### src/rtl/timer_counter.sv
// Memory-mapped countdown timer with one-shot and periodic modes driving HWInt.
// Optional prescaler enabled by defining TIMER_PRESCALE_EN.
module timer_counter #(
  parameter int unsigned PRESCALE_DIV = 4
) (
  input  logic        clk,
  input  logic        reset,
  input  logic        sel,
  input  logic        we,
  input  logic [1:0]  addr,
  input  logic [31:0] wdata,
  output logic [31:0] rdata,
  output logic        irq
);

  typedef enum logic [1:0] {
    S_IDLE,
    S_LOAD,
    S_CNT,
    S_INT
  } state_e;

  state_e      state_q, state_d;
  logic [3:0]  ctrl_q, ctrl_d;
  logic [31:0] preset_q, preset_d;
  logic [31:0] count_q, count_d;
  logic        irq_flag_q, irq_flag_d;
  logic        wr_ctrl, wr_preset;
  logic        en, periodic, tick;

  assign wr_ctrl   = sel & we & (addr == 2'd0);
  assign wr_preset = sel & we & (addr == 2'd1);
  assign en        = ctrl_q[0];
  assign periodic  = (ctrl_q[2:1] == 2'b01);

`ifdef TIMER_PRESCALE_EN
  localparam logic [15:0] PRE_MAX = 16'(PRESCALE_DIV - 1);

  logic [15:0] pre_q, pre_d;

  assign tick = (pre_q == PRE_MAX);

  // Runs only while counting; any exit from CNT clears it.
  always_comb begin
    pre_d = '0;
    if (state_q == S_CNT && en && !tick)
      pre_d = pre_q + 16'd1;
  end

  always_ff @(posedge clk) begin
    if (reset) pre_q <= '0;
    else       pre_q <= pre_d;
  end
`else
  assign tick = 1'b1;
`endif

  always_comb begin
    state_d    = state_q;
    ctrl_d     = ctrl_q;
    preset_d   = preset_q;
    count_d    = count_q;
    irq_flag_d = irq_flag_q;
    unique case (state_q)
      S_IDLE: begin
        if (en) state_d = S_LOAD;
      end
      S_LOAD: begin
        count_d = preset_q;
        state_d = S_CNT;
      end
      S_CNT: begin
        if (!en) begin
          state_d = S_IDLE;
        end else if (tick) begin
          if (count_q > 32'd1) begin
            count_d = count_q - 32'd1;
          end else begin
            count_d    = '0;
            irq_flag_d = 1'b1;
            state_d    = S_INT;
          end
        end
      end
      S_INT: begin
        state_d = S_IDLE;
        if (periodic) irq_flag_d = 1'b0;
        else          ctrl_d[0]  = 1'b0;
      end
      default: state_d = S_IDLE;
    endcase
    // Bus writes override anything the FSM did this cycle.
    if (wr_ctrl) begin
      ctrl_d     = wdata[3:0];
      irq_flag_d = 1'b0;
    end
    if (wr_preset) preset_d = wdata;
  end

  always_ff @(posedge clk) begin
    if (reset) begin
      state_q    <= S_IDLE;
      ctrl_q     <= '0;
      preset_q   <= '0;
      count_q    <= '0;
      irq_flag_q <= 1'b0;
    end else begin
      state_q    <= state_d;
      ctrl_q     <= ctrl_d;
      preset_q   <= preset_d;
      count_q    <= count_d;
      irq_flag_q <= irq_flag_d;
    end
  end

  always_comb begin
    rdata = '0;
    unique case (addr)
      2'd0:    rdata = {28'd0, ctrl_q};
      2'd1:    rdata = preset_q;
      2'd2:    rdata = count_q;
      default: rdata = '0;
    endcase
  end

  assign irq = irq_flag_q & ctrl_q[3];

endmodule

### config.mk
export PLATFORM = sky130hd
export DESIGN_NAME = timer_counter
export DESIGN_NICKNAME = d
export VERILOG_FILES = /design/src/rtl/timer_counter.sv
export SDC_FILE = /design/constraint.sdc
export NUM_CORES = 1
export LEC_CHECK = 0
export ABC_CLOCK_PERIOD_IN_PS = 7600
export BUFFER_PORTS_ARGS = -buffer_cell sky130_fd_sc_hd__buf_2
export CAP_MARGIN = 0
export CORE_ASPECT_RATIO = 1.75
export CORE_UTILIZATION = 55
export CTS_CLUSTER_DIAMETER = 40
export CTS_CLUSTER_SIZE = 10
export DETAILED_ROUTE_END_ITERATION = 8
export GPL_TIMING_DRIVEN = 0
export PLACE_DENSITY = 0.89
export SETUP_SLACK_MARGIN = 0.2
export SYNTH_ARGS = -nofsm -noshare
export SYNTH_HDL_FRONTEND = slang
export SYNTH_SLANG_ARGS = --single-unit
### constraint.sdc
create_clock -name clk -period 7.6 [get_ports clk]
set_clock_uncertainty 0.1 [all_clocks]
set_input_delay 0 -clock clk [delete_from_list [all_inputs] [get_ports clk]]
set_output_delay 0 -clock clk [all_outputs]
set_load 0.05 [all_outputs]
==> impl_metrics.py, run 1 <==
metrics = {
    "grt": {
        "grt_max_degree": 11,
        "antenna_found_initial": 0,
        "grt_pass1_wl_mm": 24.3,
        "track_usage": 0.433,
        "grt_pass1_vias": 4598,
        "grt_remaining_overflow": 0,
    },
    "synth": {
        "synth_mux_area_frac": 0.0337,
        "synth_top_area_frac": 0.354,
        "ys_seq_elements": 71,
        "synth_top_family_by_area": "simple AND/OR/NAND/NOR gates",
        "synth_ff_type": "dfxtp_1",
        "synthXorXnorAreaFrac": 0,
        "synth_edf_count": 0,
        "synth_common_cells": "nand2_1 (101), dfxtp_1 (71), a21oi_1 (52)",
        "synth_cells": 518,
        "seq_area_frac_synth": 0.354,
        "syn_avg_cell_area_um2": 7.75,
        "synth_top_cell_by_area": "dfxtp_1",
        "synth-simple-area-share": 0.285,
        "synth.distinct_cells": 60,
        "synth-async-reset-ratio": 0,
        "synthAdderAreaFrac": 0.00624,
        "synth_most_common_cell": "nand2_1",
        "syn-num-nets": 558,
        "synth.cell_area_um2": 4010,
        "synth_area_leaders": "dfxtp_1 (35%), nand2_1 (9.4%), a21oi_1 (6.5%), a22o_1 (6.1%), clkbuf_1 (2.9%)",
        "synth_compound_area_frac": 0.260,
        "synth_warnings": 0,
    },
    "outcome": {
        "status": "completed",
    },
    "clock_network": {
        "cts_sinks": 71,
        "cts_tree": "built",
        "cts_buffer_depth": 2,
        "insertion_delay_ps": 340,
        "cts.clk_slew.worst_paths_ps": 50,
        "cts_buffers": 9,
        "clockRootBuffer": "clkbuf_16",
        "h-tree-depth": 3,
    },
    "worst_setup_path": {
        "cp_max_fo": 7,
        "cp_data_required_time_ps": 7700,
        "cpPeakStageDelay_ps": 790,
        "worst_setup_path_end_kind": "register",
        "cp-start-kind": "register",
        "path_cells": "inv_1 > ha_1 > nor3b_1 > nand4_1 > nor4_1 > mux2_2 > nand2_1 > a31oi_1",
        "setup.worst_path.start": "count_q[0]",
        "critPathSlowestCell": "nor3b_1",
        "timing.rr.start": "count_q[0]",
        "arrival_ps": 3600,
        "path_class": "register to register",
    },
    "layout": {
        "final_core_util": 0.725,
        "drive_above_1_share": 0.161,
        "fin_nets": 669,
        "final_cells": 716,
        "diodes": 0,
        "area_growth_pct": 25.7,
    },
    "min_path": {
        "hp-start": "sel",
        "hp-class": "primary input to register",
    },
    "die": {
        "die_h_um": 115,
        "num_rows": 40,
        "die_area_um2": 7650,
        "fp.coreArea_um2": 6960,
        "initial_utilization": 0.577,
        "die_x_um": 66.6,
        "num_io_pins": 71,
    },
    "drt": {
        "vias": 4774,
        "viasPerCell": 6.67,
        "dr.pass1.iters": 5,
        "wirelength_mm": 15.6,
        "antenna_left": 0,
        "wl_per_cell_um": 21.8,
        "route.detailed.drc": 0,
        "drt-initial-drc-count": 485,
    },
    "place": {
        "port_buffers": 68,
        "dp.final_hpwl_mm": 10.6,
        "placed_cells": 670,
        "gp_congestion": 0.980,
    },
    "sta": {
        "finalSetupViolCount": 0,
        "max_freq_mhz": 286,
        "finalSetupTns_ps": 0,
        "fin_crit_ps": 3500,
        "hold_viol": 0,
        "tightestPinTransition_ps": 935,
        "post-route-period-util": 0.460,
        "slew_viol_final": 0,
        "relSlewSlack": 0.375,
        "rsz0062_at_grt": "false",
    },
    "power": {
        "p_per_area_nw_per_um2": 170,
        "total_leakage_power_uw": 0.00209,
        "vdd_ir_drop_max_v": 0.000170,
    },
    "flow_run": {
        "maxCapViolCount": 0,
    },
}
==> critical path: cells and delay by family, from the launching register on <==
family                   cells  cell delay [ps]
AND/OR/NAND/NOR              4             2050
multiplexers                 1              390
flip-flops                   1              350
adder cells (fa/ha/maj)      1              240
buffers and inverters        1              140
AO/OA/AOI/OAI                1               90
==> where the power goes <==
group          total (uW)  internal [uW]  switching, uW  leakage, uW
sequential            381            377           4.49     0.000573
clock                 392            235            157     0.000132
combinational        82.2           31.2           50.9      0.00139
total                 855            643            212      0.00209
==> per-stage QoR <==
step / hold slack [ps] / power, uW / area [um2] / setup WS, ps
after detailed placement: 148 / 455 / 4460 / 4280
after global routing: 148 / 873 / 5040 / 4000
after CTS: 90.8 / 848 / 5040 / 4240
final: 98.5 / 855 / 5040 / 4100
after global placement: 141 / 454 / 4460 / 4290
after floorplan: 36.0 / 426 / 4010 / 5030
==> sequential cells by signal (all words and copies together) (netlist names) <==
signal      flops
irq_flag_q      1
state_q         2
count_q        32
preset_q       32
ctrl_q          4
==> worst paths after layout <==
path / cells past startpoint / end / slack [ps]
worst max-delay path: 8 / count_q[28] / 4100
worst min-delay path: 4 / irq_flag_q / 100
worst max register to register: 8 / count_q[28] / 4100
worst min register to register: 2 / preset_q[3] / 370
==> cell usage in the layout, fill, tap and decap left out, drive strengths merged, types with 3 or more instances in the layout <==
cell type / synthesis / routed
and2: 4 / 4
a31oi: 18 / 18
nor4: 17 / 17
a22o: 28 / 28
nand4: 5 / 5
and3: 9 / 9
a22oi: 3 / 3
nand2: 101 / 101
a221oi: 3 / 3
a21oi: 52 / 52
nor3: 10 / 10
mux2: 4 / 4
buf: 10 / 78
dfxtp: 71 / 71
nor2: 25 / 25
nand3: 21 / 21
o32ai: 4 / 4
clkbuf: 31 / 44
dlygate4sd3: 0 / 32
or4: 13 / 13
mux2i: 9 / 9
nor2b: 4 / 4
o211ai: 5 / 5
o22ai: 3 / 3
nand2b: 5 / 5
o211a: 3 / 3
a32oi: 4 / 4
o21ai: 11 / 11
inv: 12 / 12
or3: 7 / 7
==> timing repair <==
action	4_1_cts	5_1_grt
setup buffers	0	0
endpoints found under the hold margin	36	0
gates resized for setup	0	0
endpoints found under the setup margin	0	0
hold buffers	32	0
==> per-layer routing <==
layer | share of wire | wire, um | vias to the layer above | global-route usage
met4 | 0.062 | 973 | 0 | 0.291
met2 | 0.49 | 7690 | 308 | 0.700
li1 | - | - | 2145 | -
met5 | 0 | 0 | - | 0
met1 | 0.35 | 5550 | 2239 | 0.484
met3 | 0.091 | 1420 | 82 | 0.117
==> final cells by class <==
type | instances | area [um2]
fill | 520 | 1910
clock inverter | 1 | 5.00
tap | 84 | 105
buffer | 41 | 198
multi-input combinational | 394 | 2350
timing repair buffer | 100 | 661
clock buffer | 13 | 260
inverter | 12 | 45.0
sequential | 71 | 1420
==> cells by family after synthesis <==
family / count (synthesis)
adder cells (fa/ha/maj): 2
buffers and inverters: 53
AND/OR/NAND/NOR: 226
AO/OA/AOI/OAI: 153
multiplexers: 13
flip-flops: 71
No activity file was read; power rests on OpenSTA's default activity.
==> inputs of run 2 (changes only) <==
- ABC_CLOCK_PERIOD_IN_PS: 7600 -> 3300
- clock period: 7.6 -> 3.3 ns (I/O delays scaled with it)
==> run 2 against run 1 <==
Final cell count unchanged. Register-to-register slack lost 3700 ps. Sequential share of layout area shrank 0.091 points. Utilization rose by 0.23 points. Critical path type unchanged. Highest routed layer unchanged.
==> impl_metrics.py, run 2 (synthesis results as in run 1) <==
metrics = {
    "power": {
        "p_per_area_nw_per_um2": 389,
        "total_leakage_power_uw": 0.00210,
        "vdd_ir_drop_max_v": 0.000390,
    },
    "clock_network": {
        "h-tree-depth": 3,
        "cts.clk_slew.worst_paths_ps": 50,
        "post_cts_buffers": 0,
        "cts_buffer_depth": 2,
        "cts_tree": "built",
        "insertion_delay_ps": 350,
        "clockRootBuffer": "clkbuf_16",
        "cts_buffers": 9,
        "cts_sinks": 71,
    },
    "place": {
        "place_ws_ps": -22.8,
        "placed_cells": 670,
        "gp_congestion": 0.980,
        "port_buffers": 68,
        "dp.final_hpwl_mm": 10.6,
    },
    "sta": {
        "post-route-period-util": 0.884,
        "slew_viol_final": 0,
        "fin_crit_ps": 2920,
        "hold_viol": 0,
        "finalSetupViolCount": 0,
        "timing.final.ws_setup_ps": 383,
        "relSlewSlack": 0.388,
        "rsz0062_at_grt": "false",
        "max_freq_mhz": 343,
        "tightestPinTransition_ps": 909,
    },
    "layout": {
        "diodes": 0,
        "largestRegisters": "count_q: 32 flops, preset_q: 32 flops, ctrl_q: 4 flops",
        "mostFrequentLayoutCells": "nand2_1 (101), dfxtp_1 (71), buf_2 (70)",
        "drive_above_1_share": 0.168,
        "layout_commonest_cell": "nand2_1",
        "fin_nets": 669,
        "area_growth_pct": 26.1,
        "final_cells": 716,
    },
    "worst_setup_path": {
        "worst_setup_path_end_kind": "register",
        "cp_max_fo": 7,
        "arrival_ps": 3020,
        "regToRegSetupSlack_ps": 380,
        "timing.rr.start": "count_q[0]",
        "cp-start-kind": "register",
        "r2r_cells": 8,
        "cp_data_required_time_ps": 3410,
        "timing.rr.end": "count_q[28]",
        "setup.worst_path.start": "count_q[0]",
        "path_class": "register to register",
    },
    "die": {
        "die_x_um": 66.6,
        "fp.coreArea_um2": 6960,
        "die_area_um2": 7650,
        "num_rows": 40,
        "die_h_um": 115,
        "initial_utilization": 0.577,
        "num_io_pins": 71,
    },
    "grt": {
        "track_usage": 0.433,
        "antenna_found_initial": 0,
        "grt_pass1_wl_mm": 24.3,
        "grt_remaining_overflow": 0,
        "grt_max_degree": 11,
        "grt_pass1_vias": 4598,
    },
    "flow_run": {
        "maxCapViolCount": 0,
    },
    "drt": {
        "wl_per_cell_um": 21.8,
        "wirelength_mm": 15.6,
        "drt-initial-drc-count": 484,
        "vias": 4731,
        "dr.pass1.iters": 5,
        "viasPerCell": 6.61,
        "antenna_left": 0,
        "route.detailed.drc": 0,
    },
    "min_path": {
        "hp-class": "primary input to register",
        "min_to": "irq_flag_q",
        "hold_path_depth": 3,
        "hp-start": "addr[0]",
    },
    "outcome": {
        "status": "completed",
    },
}
-- run 2: how the worst max path moves through the flow --
stage / to / slack (ps) / cells after the start
floorplan: count_q[25] / 730 / 8
global placement: count_q[28] / -10 / 8
detailed placement: count_q[28] / -20 / 8
CTS: count_q[7] / 230 / 7
global route: count_q[28] / 240 / 8
finish: count_q[28] / 380 / 8
-- run 2: per-stage QoR --
step	power (uW)	util	hold slack (ps)	area (um2)	setup TNS (ps)
finish	1970	0.727	101	5060	0
global route	2010	0.727	148	5060	0
detailed placement	1050	0.641	148	4460	-22.8
global placement	1050	0.641	141	4460	-14.5
CTS	1950	0.726	90.8	5050	0
floorplan	981	-	36.0	4010	0
-- run 2: worst max-delay path, stage by stage (launching register included) --
cell and delay, ps:
dfxtp_1 360, inv_1 140, ha_1 240, nor3b_2 470, nand4_1 450, nor4_2 470
mux2_2 370, nand2_1 90, a31oi_1 80
-- run 2: timing repair --
item,CTS,global route
hold buffers,32,0
pin swaps,0,1
gates resized for setup,1,3
endpoints found under the hold margin,36,0
endpoints found under the setup margin,2,20
-- run 2: per-layer routing --
layer	vias to the layer above	track usage	share of wire
met2	297	0.700	0.49
met4	0	0.291	0.060
met1	2216	0.484	0.36
li1	2143	-	-
met5	-	0	0
met3	75	0.117	0.092
-- run 2: final cells by class --
| cell class | count | area (um2) |
|---|---|---|
| Clock inverter | 1 | 5.00 |
| Sequential cell | 71 | 1420 |
| Buffer | 41 | 199 |
| Multi-Input combinational cell | 394 | 2360 |
| Timing Repair Buffer | 100 | 661 |
| Tap cell | 84 | 105 |
| Clock buffer | 13 | 260 |
| Inverter | 12 | 45.0 |
| Fill cell | 517 | 1900 |
-- run 2: power breakdown --
group | internal (uW) | switching, uW | total [uW] | leakage (uW)
combinational | 72.3 | 117 | 189 | 0.00140
sequential | 868 | 10.6 | 879 | 0.000573
clock | 540 | 362 | 903 | 0.000132
==> inputs of run 3 (changes only) <==
- ABC_CLOCK_PERIOD_IN_PS: 3300 -> 3750
- clock period: 3.3 -> 3.75 ns (I/O delays scaled with it)
==> run 3 against run 2 <==
Sequential cell count unchanged. Non-clock buffer count stayed put. Global-route usage unchanged. Critical path type unchanged. Largest power group unchanged. Highest routed layer unchanged.
==> impl_metrics.py, run 3 (synthesis results as in run 1) <==
metrics = {
    "drt": {
        "wl_per_cell_um": 21.8,
        "wirelength_mm": 15.6,
        "route.detailed.drc": 0,
        "antenna_left": 0,
        "viasPerCell": 6.71,
        "dr.pass1.iters": 5,
        "drt-initial-drc-count": 456,
        "vias": 4803,
    },
    "clock_network": {
        "cts_tree": "built",
        "cts.clk_slew.worst_paths_ps": 60,
        "h-tree-depth": 3,
        "cts_buffers": 9,
        "cts_buffer_depth": 2,
        "insertion_delay_ps": 340,
        "cts_sinks": 71,
        "clockRootBuffer": "clkbuf_16",
    },
    "worst_setup_path": {
        "arrival_ps": 3410,
        "crit_top_cell": "clkbuf_1",
        "cp_max_fo": 10,
        "worst_setup_path_end_kind": "register",
        "crit_buf_inv": 3,
        "path_cells": "clkbuf_1 > nor2b_1 > a21oi_1 > clkbuf_1 > buf_1 > nand2_1 > a31oi_1",
        "critPathSlowestCell": "a21oi_1",
        "path_class": "register to register",
        "crit_family": "buffers and inverters",
        "cp-start-kind": "register",
        "cp_data_required_time_ps": 3910,
        "cpPeakStageDelay_ps": 660,
    },
    "die": {
        "num_rows": 40,
        "num_io_pins": 71,
        "die_h_um": 115,
        "die_x_um": 66.6,
        "die_area_um2": 7650,
        "initial_utilization": 0.577,
        "fp.coreArea_um2": 6960,
    },
    "grt": {
        "grt_max_degree": 11,
        "grt_remaining_overflow": 0,
        "track_usage": 0.433,
        "grt_pass1_vias": 4598,
        "antenna_found_initial": 0,
        "grt_pass1_wl_mm": 24.3,
    },
    "layout": {
        "drive_above_1_share": 0.163,
        "area_growth_pct": 25.8,
        "layout_commonest_cell": "nand2_1",
        "mostFrequentLayoutCells": "nand2_1 (101), dfxtp_1 (71), buf_2 (70)",
        "largestRegisters": "count_q: 32 flops, preset_q: 32 flops, ctrl_q: 4 flops",
        "diodes": 0,
        "fin_nets": 669,
    },
    "sta": {
        "finalSetupTns_ps": 0,
        "max_freq_mhz": 307,
        "hold_viol": 0,
        "slew_viol_final": 0,
        "timing.final.ws_setup_ps": 498,
        "hold_ws_ps": 97.3,
        "fin_crit_ps": 3250,
        "rsz0062_at_grt": "false",
        "finalSetupViolCount": 0,
        "tightestPinTransition_ps": 893,
        "relSlewSlack": 0.400,
        "post-route-period-util": 0.867,
    },
    "power": {
        "total_leakage_power_uw": 0.00210,
        "vdd_ir_drop_max_v": 0.000343,
        "p_per_area_nw_per_um2": 344,
    },
    "outcome": {
        "status": "completed",
    },
    "place": {
        "place_ws_ps": 427,
        "port_buffers": 68,
        "dp.final_hpwl_mm": 10.6,
        "gp_congestion": 0.980,
    },
    "flow_run": {
        "maxCapViolCount": 0,
    },
    "min_path": {
        "hp-class": "primary input to register",
    },
}
run 3: changes by cell type in the layout (fill, tap and decap cells not counted):
cell      before  now
nor4_2         4    3
a21oi_2        1    0
buf_1          2    3
clkbuf_2       1    0
a21oi_1       51   52
nor4_1        12   13
run 3: repair_timing:
item,in CTS,in global routing
endpoints found under the hold margin,36,0
hold buffers,32,0
endpoints found under the setup margin,0,1
setup buffers,0,0
resized for setup,0,1
run 3: area by class of cell:
class                      count  area, um2
multi-input combinational    394       2350
fill                         520       1910
sequential                    71       1420
timing repair buffer         100        661
clock buffer                  13        260
buffer                        41        198
tap                           84        105
inverter                      12       45.0
clock inverter                 1       5.00
run 3: power by group:
group / internal, uW / switching, uW / total (uW) / leakage, uW
clock network: 476 / 320 / 796 / 0.000132
logic: 63.3 / 103 / 167 / 0.00139
registers: 764 / 9.24 / 773 / 0.000573
total: 1300 / 433 / 1740 / 0.00210
run 3: layer usage:
metal	vias up	wire [um]	track usage
li1	2144	-	-
met1	2237	5550	0.484
met2	332	7650	0.700
met3	90	1460	0.117
met4	0	965	0.291
met5	-	0	0
run 3: stage by stage:
step | utilization | instance area (um2) | cells | power [uW]
after CTS | 0.725 | 5040 | 716 | 1720
after global routing | 0.726 | 5050 | 716 | 1770
final | 0.726 | 5050 | 716 | 1740
after floorplan | - | 4010 | 518 | 863
after detailed placement | 0.641 | 4460 | 670 | 923
after global placement | 0.641 | 4460 | 670 | 920
run 3: worst paths after layout:
| check | from | to | slack, ps | depth (start not counted) |
|---|---|---|---|---|
| hold reg to reg | preset_q[3] | preset_q[3] | 380 | 2 |
| setup / recovery | state_q[0] | count_q[28] | 500 | 7 |
| setup reg to reg | state_q[0] | count_q[28] | 500 | 7 |
| hold / removal | sel | irq_flag_q | 100 | 4 |
run 3: worst min-delay path, delay by kind of cell:
kind                   cells  cell delay (ps)
AND/OR/NAND/NOR            3              380
buffers and inverters      1              110
